<file path="src/rtl/grn_pkg.sv">
// Shared definitions for the GRN cycle-detection controller.
// FSM encodings stay numeric so that legacy code that decodes state values keeps working.
package grn_pkg;

    localparam int unsigned GRN_CNT_W = 16;

    localparam logic [2:0] ST_IDLE   = 3'd0;
    localparam logic [2:0] ST_LOAD   = 3'd1;
    localparam logic [2:0] ST_SEARCH = 3'd2;
    localparam logic [2:0] ST_PERIOD = 3'd3;
    localparam logic [2:0] ST_DONE   = 3'd4;

endpackage

</file>
<file path="src/rtl/grn_cycle_ctrl.sv">
// Floyd cycle-detection sequencer for an array of dual-state GRN nodes.
// The tortoise (s0) advances on alternate starts inside each node; the hare (s1) advances on every start.
module grn_cycle_ctrl
    import grn_pkg::*;
#(
    parameter int unsigned N_NODES   = 4,
    parameter int unsigned CNT_W     = GRN_CNT_W,
    parameter int unsigned MAX_STEPS = 1000
) (
    input  logic               clk,
    input  logic               rst,
    input  logic               init_valid,
    output logic               init_ready,
    input  logic [N_NODES-1:0] init_data,
    output logic               node_reset_nos,
    output logic [N_NODES-1:0] node_init_state,
    output logic               node_start_s0,
    output logic               node_start_s1,
    input  logic [N_NODES-1:0] syk_s0,
    input  logic [N_NODES-1:0] syk_s1,
    output logic               res_valid,
    input  logic               res_ready,
    output logic [CNT_W-1:0]   res_meet,
    output logic [CNT_W-1:0]   res_period,
    output logic               res_timeout
);

    localparam logic [CNT_W-1:0] MAX_M = CNT_W'(MAX_STEPS);

    logic [2:0]         state_q, state_d;
    logic               phase_q, phase_d;
    logic [CNT_W-1:0]   m_q, m_d;
    logic [CNT_W-1:0]   lam_q, lam_d;
    logic               init_ready_q, init_ready_d;
    logic               reset_nos_q, reset_nos_d;
    logic [N_NODES-1:0] init_state_q, init_state_d;
    logic               res_valid_q, res_valid_d;
    logic [CNT_W-1:0]   res_meet_q, res_meet_d;
    logic [CNT_W-1:0]   res_period_q, res_period_d;
    logic               res_timeout_q, res_timeout_d;
    logic               start_s0_c, start_s1_c;
    logic               states_eq;

    function automatic logic [CNT_W-1:0] sat_inc(input logic [CNT_W-1:0] v);
        return (v == '1) ? v : v + CNT_W'(1);
    endfunction

    assign states_eq = (syk_s0 == syk_s1);

    always_comb begin
        state_d       = state_q;
        phase_d       = phase_q;
        m_d           = m_q;
        lam_d         = lam_q;
        init_state_d  = init_state_q;
        res_meet_d    = res_meet_q;
        res_period_d  = res_period_q;
        res_timeout_d = res_timeout_q;
        start_s0_c    = 1'b0;
        start_s1_c    = 1'b0;

        case (state_q)
            ST_IDLE: begin
                if (init_valid) begin
                    init_state_d = init_data;
                    state_d      = ST_LOAD;
                end
            end
            ST_LOAD: begin
                phase_d = 1'b1;
                m_d     = '0;
                state_d = ST_SEARCH;
            end
            ST_SEARCH: begin
                // phase==1 with m>=1 means an even number of edges: s0=x_m, s1=x_2m
                if (phase_q && (m_q != '0) && states_eq) begin
                    lam_d   = '0;
                    state_d = ST_PERIOD;
                end else if (phase_q && (m_q == MAX_M)) begin
                    res_meet_d    = m_q;
                    res_period_d  = '0;
                    res_timeout_d = 1'b1;
                    state_d       = ST_DONE;
                end else begin
                    start_s0_c = 1'b1;
                    start_s1_c = 1'b1;
                    phase_d    = ~phase_q;
                    if (phase_q) begin
                        m_d = sat_inc(m_q);
                    end
                end
            end
            ST_PERIOD: begin
                if ((lam_q != '0) && states_eq) begin
                    res_meet_d    = m_q;
                    res_period_d  = lam_q;
                    res_timeout_d = 1'b0;
                    state_d       = ST_DONE;
                end else begin
                    start_s1_c = 1'b1;
                    lam_d      = sat_inc(lam_q);
                end
            end
            ST_DONE: begin
                if (res_ready) begin
                    state_d = ST_IDLE;
                end
            end
            default: begin
                state_d = ST_IDLE;
            end
        endcase

        init_ready_d = (state_d == ST_IDLE);
        reset_nos_d  = (state_d == ST_LOAD);
        res_valid_d  = (state_d == ST_DONE);
    end

    always_ff @(posedge clk) begin
        if (rst) begin
            state_q       <= ST_IDLE;
            phase_q       <= 1'b1;
            m_q           <= '0;
            lam_q         <= '0;
            init_ready_q  <= 1'b1;
            reset_nos_q   <= 1'b0;
            init_state_q  <= '0;
            res_valid_q   <= 1'b0;
            res_meet_q    <= '0;
            res_period_q  <= '0;
            res_timeout_q <= 1'b0;
        end else begin
            state_q       <= state_d;
            phase_q       <= phase_d;
            m_q           <= m_d;
            lam_q         <= lam_d;
            init_ready_q  <= init_ready_d;
            reset_nos_q   <= reset_nos_d;
            init_state_q  <= init_state_d;
            res_valid_q   <= res_valid_d;
            res_meet_q    <= res_meet_d;
            res_period_q  <= res_period_d;
            res_timeout_q <= res_timeout_d;
        end
    end

    assign init_ready      = init_ready_q;
    assign node_reset_nos  = reset_nos_q;
    assign node_init_state = init_state_q;
    assign node_start_s0   = start_s0_c;
    assign node_start_s1   = start_s1_c;
    assign res_valid       = res_valid_q;
    assign res_meet        = res_meet_q;
    assign res_period      = res_period_q;
    assign res_timeout     = res_timeout_q;

endmodule
</file>
<file path="config.mk">
export PLATFORM = sky130hd
export DESIGN_NAME = grn_cycle_ctrl
export DESIGN_NICKNAME = d
export VERILOG_FILES = /design/src/rtl/grn_pkg.sv /design/src/rtl/grn_cycle_ctrl.sv
export SDC_FILE = /design/constraint.sdc
export NUM_CORES = 1
export LEC_CHECK = 0
export ABC_CLOCK_PERIOD_IN_PS = 1850
export CORE_MARGIN = 3
export CORE_UTILIZATION = 49
export CTS_CLUSTER_SIZE = 12
export DETAILED_ROUTE_END_ITERATION = 8
export GPL_TIMING_DRIVEN = 0
export PLACE_DENSITY_LB_ADDON = 0.25
export REMOVE_ABC_BUFFERS = 1
export SLEW_MARGIN = 20
export SYNTH_ARGS = -nofsm -noshare
export SYNTH_HDL_FRONTEND = slang
export SYNTH_SLANG_ARGS = --single-unit
</file>
<file path="constraint.sdc">
create_clock -name clk -period 1.85 [get_ports clk]
set_input_delay 0.185 -clock clk [delete_from_list [all_inputs] [get_ports clk]]
set_output_delay 0.185 -clock clk [all_outputs]
set_load 0.02 [all_outputs]
</file>
Word level (Yosys, flattened, before mapping)
Index checks and enable logic that the tools add are counted.

Muxes and demuxes: 35. Bitwise gates (word level): 1. Add/sub/neg operators: 2. Equal/unequal tests: 19. Reduce and logical (&&, ||, !) cells: 15.

Operators with widths (number): $mux W16 (13); $pmux W16 S2 (4); $add A16 B1 Y16 const B (2); $eq A16 B16 Y1 const B (2); $reduce_bool A16 Y1 (2); $ne A2 B2 Y1 const B (9); $eq A16 B10 Y1 const B (1); $mux W3 (5); $pmux W3 S5 (1); $mux W1 (9); $reduce_and A4 Y1 (2); $eq A3 B1 Y1 const B (2); $eq A3 B2 Y1 const B (2); $eq A3 B3 Y1 const B (2); $logic_not A3 Y1 (2); $pmux W1 S2 (3); $reduce_and A5 Y1 (1); $eq A4 B4 Y1 (1); $logic_and A1 B1 Y1 (4); $reduce_bool A2 Y1 (2); $reduce_and A3 Y1 (1); $reduce_and A2 Y1 (1); $not A1 Y1 (1).

Input bits: 16. Output and inout port bits: 42. Register bits: 76.

Longest topological paths before layout
Depth after elaboration: 6. Mapped depth: 10. Gate-level depth less buffers: 7.

Least setup slack after synthesis
Ideal clock, no wire load.

Path type: reg2reg. From: reg lam_q[0]. To: reg lam_q[2]. Arrival: 1.861 ns. Slack: -0.136 ns. Cell stages (with the launch flop): 10. Path buffers: 2. Required time: 1.726 ns. Cell sequence: dfxtp_1 inv_1 ha_1 nor4b_1 and4_1 buf_2 o31ai_2 buf_4 nor3_1 mux2i_1.

Longest elaborated chain between the ends: 4. Elaborated cells on any way between the ends: 10. Classes of those cells: 1 x add/sub; 3 x eq/ne; 3 x mux; 3 x reduce/logical.

Ends and longest elaborated chain: from (decl) (line grn_cycle_ctrl.sv:33) `logic [CNT_W-1:0] lam_q, lam_d;`; from (signal assigned) (line grn_cycle_ctrl.sv:136) `lam_q <= lam_d;`; $add A16 B1 Y16 / $reduce_bool A16 Y1 (equally long branches) (line grn_cycle_ctrl.sv:45, grn_cycle_ctrl.sv:94); $mux W16 / $logic_and A1 B1 Y1 (equally long branches) (line grn_cycle_ctrl.sv:45, grn_cycle_ctrl.sv:94); $mux W16 / $ne A2 B2 Y1 (equally long branches); $pmux W16 S2 / $reduce_and A4 Y1 (equally long branches).

Several ways; a longest one is shown, not always the timed one. The select of a mux whose other input is x is not followed. A chain may end at the register's enable or synchronous reset.

Worst setup path in the final report
From: reg lam_q[8]. To: reg lam_q[15].

The elaborated chain is that of the path after synthesis.

==> PnR_summary.wiki <==
{| class="wikitable"
! Metric !! Value
|-
| Via-per-instance ratio || 6.713
|-
| Data required time at the worst endpoint || 2140 ps
|-
| Top post-synthesis cells by area || sky130_fd_sc_hd__dfxtp_1, sky130_fd_sc_hd__mux2i_1, sky130_fd_sc_hd__nand3_1
|-
| Register-to-Register Path Depth || 6
|-
| Drt first-iter violations || 481
|-
| Inserted Clock Buffers || 9
|-
| Max capacitance violation total || 0
|-
| Number of enable-type register cells in the synthesized netlist || 0
|-
| Period utilization || 124.5%
|-
| Transition time at the pin with the least slew margin || 1037 ps
|-
| Startpoint of the most critical hold path || rst
|-
| Worst Hold End || res_meet[12]$_SDFFE_PP0P_
|-
| Ranking of synthesized cells by instance count || sky130_fd_sc_hd__dfxtp_1, sky130_fd_sc_hd__nand2_1, sky130_fd_sc_hd__nand3_1, sky130_fd_sc_hd__a21oi_1
|-
| Buffer depth of the longest clock path || 2
|-
| Worst path slowest cell || sky130_fd_sc_hd__or4_1
|-
| Detailed placer's ending HPWL || 6.503 mm
|-
| Peak per-stage delay on the critical path || 520 ps
|-
| Final sum of negative setup slack || -21650 ps
|-
| Peak-usage layer in the global routing report || met2
|-
| Post-synthesis compound-gate area fraction || 18.79%
|-
| Number of diodes || 0
|-
| Setup slack of the critical path after layout || -453.5 ps
|-
| VDD IR-drop max || 503.9 uV
|-
| Share of the synthesized netlist area taken by xor and xnor gates || 0.8626%
|-
| Final estimated routing congestion in global placement || 0.8396
|-
| Detail-routed net length per standard cell || 22.77 um
|-
| Multiplexer share of the synthesized area || 6.408%
|-
| Fraction of met3 tracks used by global routing || 6.200%
|-
| Maximum frequency from static timing analysis || 434.1 MHz
|-
| Final antenna-violating net count || 0
|-
| Post-Synthesis Cell Area || 0.004061 sq mm
|-
| Number of sinks driven by the clock tree || 76
|-
| Post-synthesis instance total || 470
|-
| Final hold violations || 0
|-
| Number of antenna violations at the first check in global routing || 0
|-
| Leak || 0.001971 uW
|-
| Number of remaining DRC errors || 0
|-
| Register area share after synthesis || 37.46%
|-
| Critical path launch point type || flip-flop
|-
| Synth-to-Final Area Change || 49.11%
|-
| Deepest level of the CTS H-tree || 3
|-
| End of the worst register-to-register path || lam_q[15]$_SDFFE_PP0P_
|-
| Largest delay contributor family on the critical path || simple AND/OR/NAND/NOR gates
|-
| Rows || 32
|-
| Number of buffers added on ports || 57
|-
| Post-Route Skew || 9.575 ps
|-
| Total Nets Final || 575
|-
| Initial Utilization || 51.49%
|-
| Result of the run || complete, but fails checks
|-
| Std-Cell Core Area || 0.007888 sq mm
|-
| Proportion of register bits with asynchronous set or reset after synthesis || 0%
|-
| Global-route track usage on met1 || 33.93%
|-
| Number of cells on the worst hold path || 2
|-
| Total number of yosys warnings || 0
|-
| Total overflow reported by the global router || 0
|-
| Total die area || 0.009417 sq mm
|-
| Maximum number of pins on one net before global-route repair || 33
|-
| Share of post-route cells with drive strength above 1 || 31.25%
|-
| Layout fillers || 468
|-
| Number of distinct library cell variants in the gate-level netlist after synthesis || 55
|-
| Worst-path fanout max || 10
|-
| Path class of the lowest-slack min-delay path || input pin to flip-flop
|-
| Top-level I/O count || 58
|-
| Final Critical Period || 2303 ps
|-
| Synthesized area per cell || 8.641 sq um
|-
| Width of the die || 97.04 um
|-
| Number of max-slew violations in the final report || 0
|-
| Via count of the first global-routing pass || 4037
|-
| Met2 usage in global routing || 42.30%
|-
| Router iterations before antenna repair || 5
|-
| Violated checks || negative setup slack
|-
| TritonCTS clock tree || done
|-
| Reg2reg setup slack || -450 ps
|-
| Synth top area share || 37.46%
|-
| Number of vias in the routed layout || 4444
|-
| Reg-to-Reg Start || lam_q[8]$_SDFFE_PP0P_
|-
| Total power divided by cell area || 600.8 mW/mm^2
|-
| Leading area contributor after synthesis || sky130_fd_sc_hd__dfxtp_1
|-
| Most numerous cell in the Yosys netlist || sky130_fd_sc_hd__dfxtp_1
|-
| Synth Area in Adders || 1.232%
|-
| CTS Root Buffer Type || sky130_fd_sc_hd__clkbuf_8
|-
| Clock Latency Late Sink || 360 ps
|-
| Clock transition at path regs || 80 ps
|-
| Slew Limit Headroom || 30.89%
|-
| Wire length of the first global-routing pass || 20.78 mm
|-
| Buffers and inverters on the worst path || 1
|-
| Primary flip-flop cell chosen by synthesis mapping || sky130_fd_sc_hd__dfxtp_1
|-
| Critical path data arrival time || 2590 ps
|-
| Final Setup Violations || 72
|-
| Endpoint kind of the worst setup timing path || flip-flop
|-
| Hold slack final || 329.0 ps
|-
| Fraction of the mapped netlist area in simple logic gates || 29.91%
|-
| Count of state elements after synthesis || 76
|-
| Unrepaired setup endpoints after global routing || true
|-
| Type of the setup path with the least slack || flip-flop to flip-flop
|-
| Total global-route track usage || 27.09%
|-
| Total wire length after detailed routing || 15.07 mm
|-
| Vert. Die Dim || 97.04 um
|-
| Cell-by-cell trace of the critical path || nor4_1 -> and4_4 -> o31ai_4 -> buf_6 -> or4_1 -> a21oi_1
|-
| Dominant combinational cell family by area after synthesis || simple AND/OR/NAND/NOR gates
|}
[flip-flops by register name, summed over array words and instances, names as in the netlist]
register / count
init_ready: 1
res_timeout: 1
phase_q: 1
res_valid: 1
m_q: 16
res_period: 16
lam_q: 16
node_reset_nos: 1
node_init_state: 4
state_q: 3
res_meet: 16
[worst max-delay path by stage]
stage | start | endpoint | slack (ps) | cells after the start
2_1_floorplan | m_q[0]$_SDFFE_PP0P_ | phase_q$_SDFFE_PP1P_ | -800 | 7
4_1_cts | m_q[0]$_SDFFE_PP0P_ | node_start_s1 | -260 | 8
6_report | lam_q[8]$_SDFFE_PP0P_ | lam_q[15]$_SDFFE_PP0P_ | -450 | 6
5_1_grt | lam_q[8]$_SDFFE_PP0P_ | res_period[15]$_SDFFE_PP0P_ | -520 | 6
3_5_place_dp | state_q[0]$_SDFF_PP0_ | res_period[8]$_SDFFE_PP0P_ | -1000 | 5
3_3_place_gp | rst | lam_q[13]$_SDFFE_PP0P_ | -1670 | 4
[logic make-up after synthesis]
family | count (synthesis)
multiplexers | 26
flip-flops | 76
XOR/XNOR | 4
adder cells (fa/ha/maj) | 4
AO/OA/AOI/OAI | 104
AND/OR/NAND/NOR | 212
buffers and inverters | 44
[what timing repair did]
item,CTS,global route
endpoints found under the setup margin,73,72
resized for setup,92,64
setup buffers,30,12
gates cloned,6,2
hold buffers,0,0
pin swaps,44,25
[layer usage]
metal  share of wire [%]  vias up
li1                    -     1893
met1                  39     2089
met2                  45      363
met3                  10       99
met4                 6.0        0
met5                   0        -
[area by class of cell]
cell class	count	area, sq um	share of cell area, %
clock buffers	12	155.1	2.562
multi-input cells	352	2949	48.70
well taps	102	127.6	2.107
clock inverters	4	47.55	0.7851
inverters	9	38.79	0.6405
repair buffers	107	1195	19.73
flip-flops and latches	76	1543	25.48
[per-stage QoR]
| step | util, % | instance area (sq um) | setup slack, ps | std cells | total power (uW) |
|---|---|---|---|---|---|
| 2_1_floorplan | - | 3879 | -795.2 | 435 | 1913 |
| 3_3_place_gp | 58.03 | 4577 | -1673 | 594 | 2039 |
| 3_5_place_dp | 59.31 | 4678 | -998.0 | 598 | 2075 |
| 4_1_cts | 71.54 | 5643 | -259.7 | 649 | 3519 |
| 5_1_grt | 76.78 | 6056 | -515.0 | 662 | 3724 |
| 6_report | 76.78 | 6056 | -453.5 | 662 | 3638 |
[cell usage in the layout (no fill, tap or decap), types with 8 or more instances in the layout]
master                            instances
sky130_fd_sc_hd__a211oi_4                 9
sky130_fd_sc_hd__a21oi_1                 40
sky130_fd_sc_hd__buf_4                   24
sky130_fd_sc_hd__buf_6                   13
sky130_fd_sc_hd__clkbuf_8                11
sky130_fd_sc_hd__clkdlybuf4s50_1         54
sky130_fd_sc_hd__dfxtp_1                 67
sky130_fd_sc_hd__mux2i_1                 26
sky130_fd_sc_hd__nand2_1                 57
sky130_fd_sc_hd__nand2b_1                24
sky130_fd_sc_hd__nand3_1                 40
sky130_fd_sc_hd__nand3_2                  9
sky130_fd_sc_hd__nand4_1                 13
sky130_fd_sc_hd__nor4_4                   8
sky130_fd_sc_hd__o21ai_1                  8
[power breakdown]
| group | internal, uW | switching [uW] | total [uW] |
|---|---|---|---|
| clock | 693 | 627 | 1320 |
| combinational | 271 | 375 | 646 |
| sequential | 1650 | 22.9 | 1670 |
| total | 2610 | 1030 | 3640 |
No activity file was read; power rests on OpenSTA's default activity.
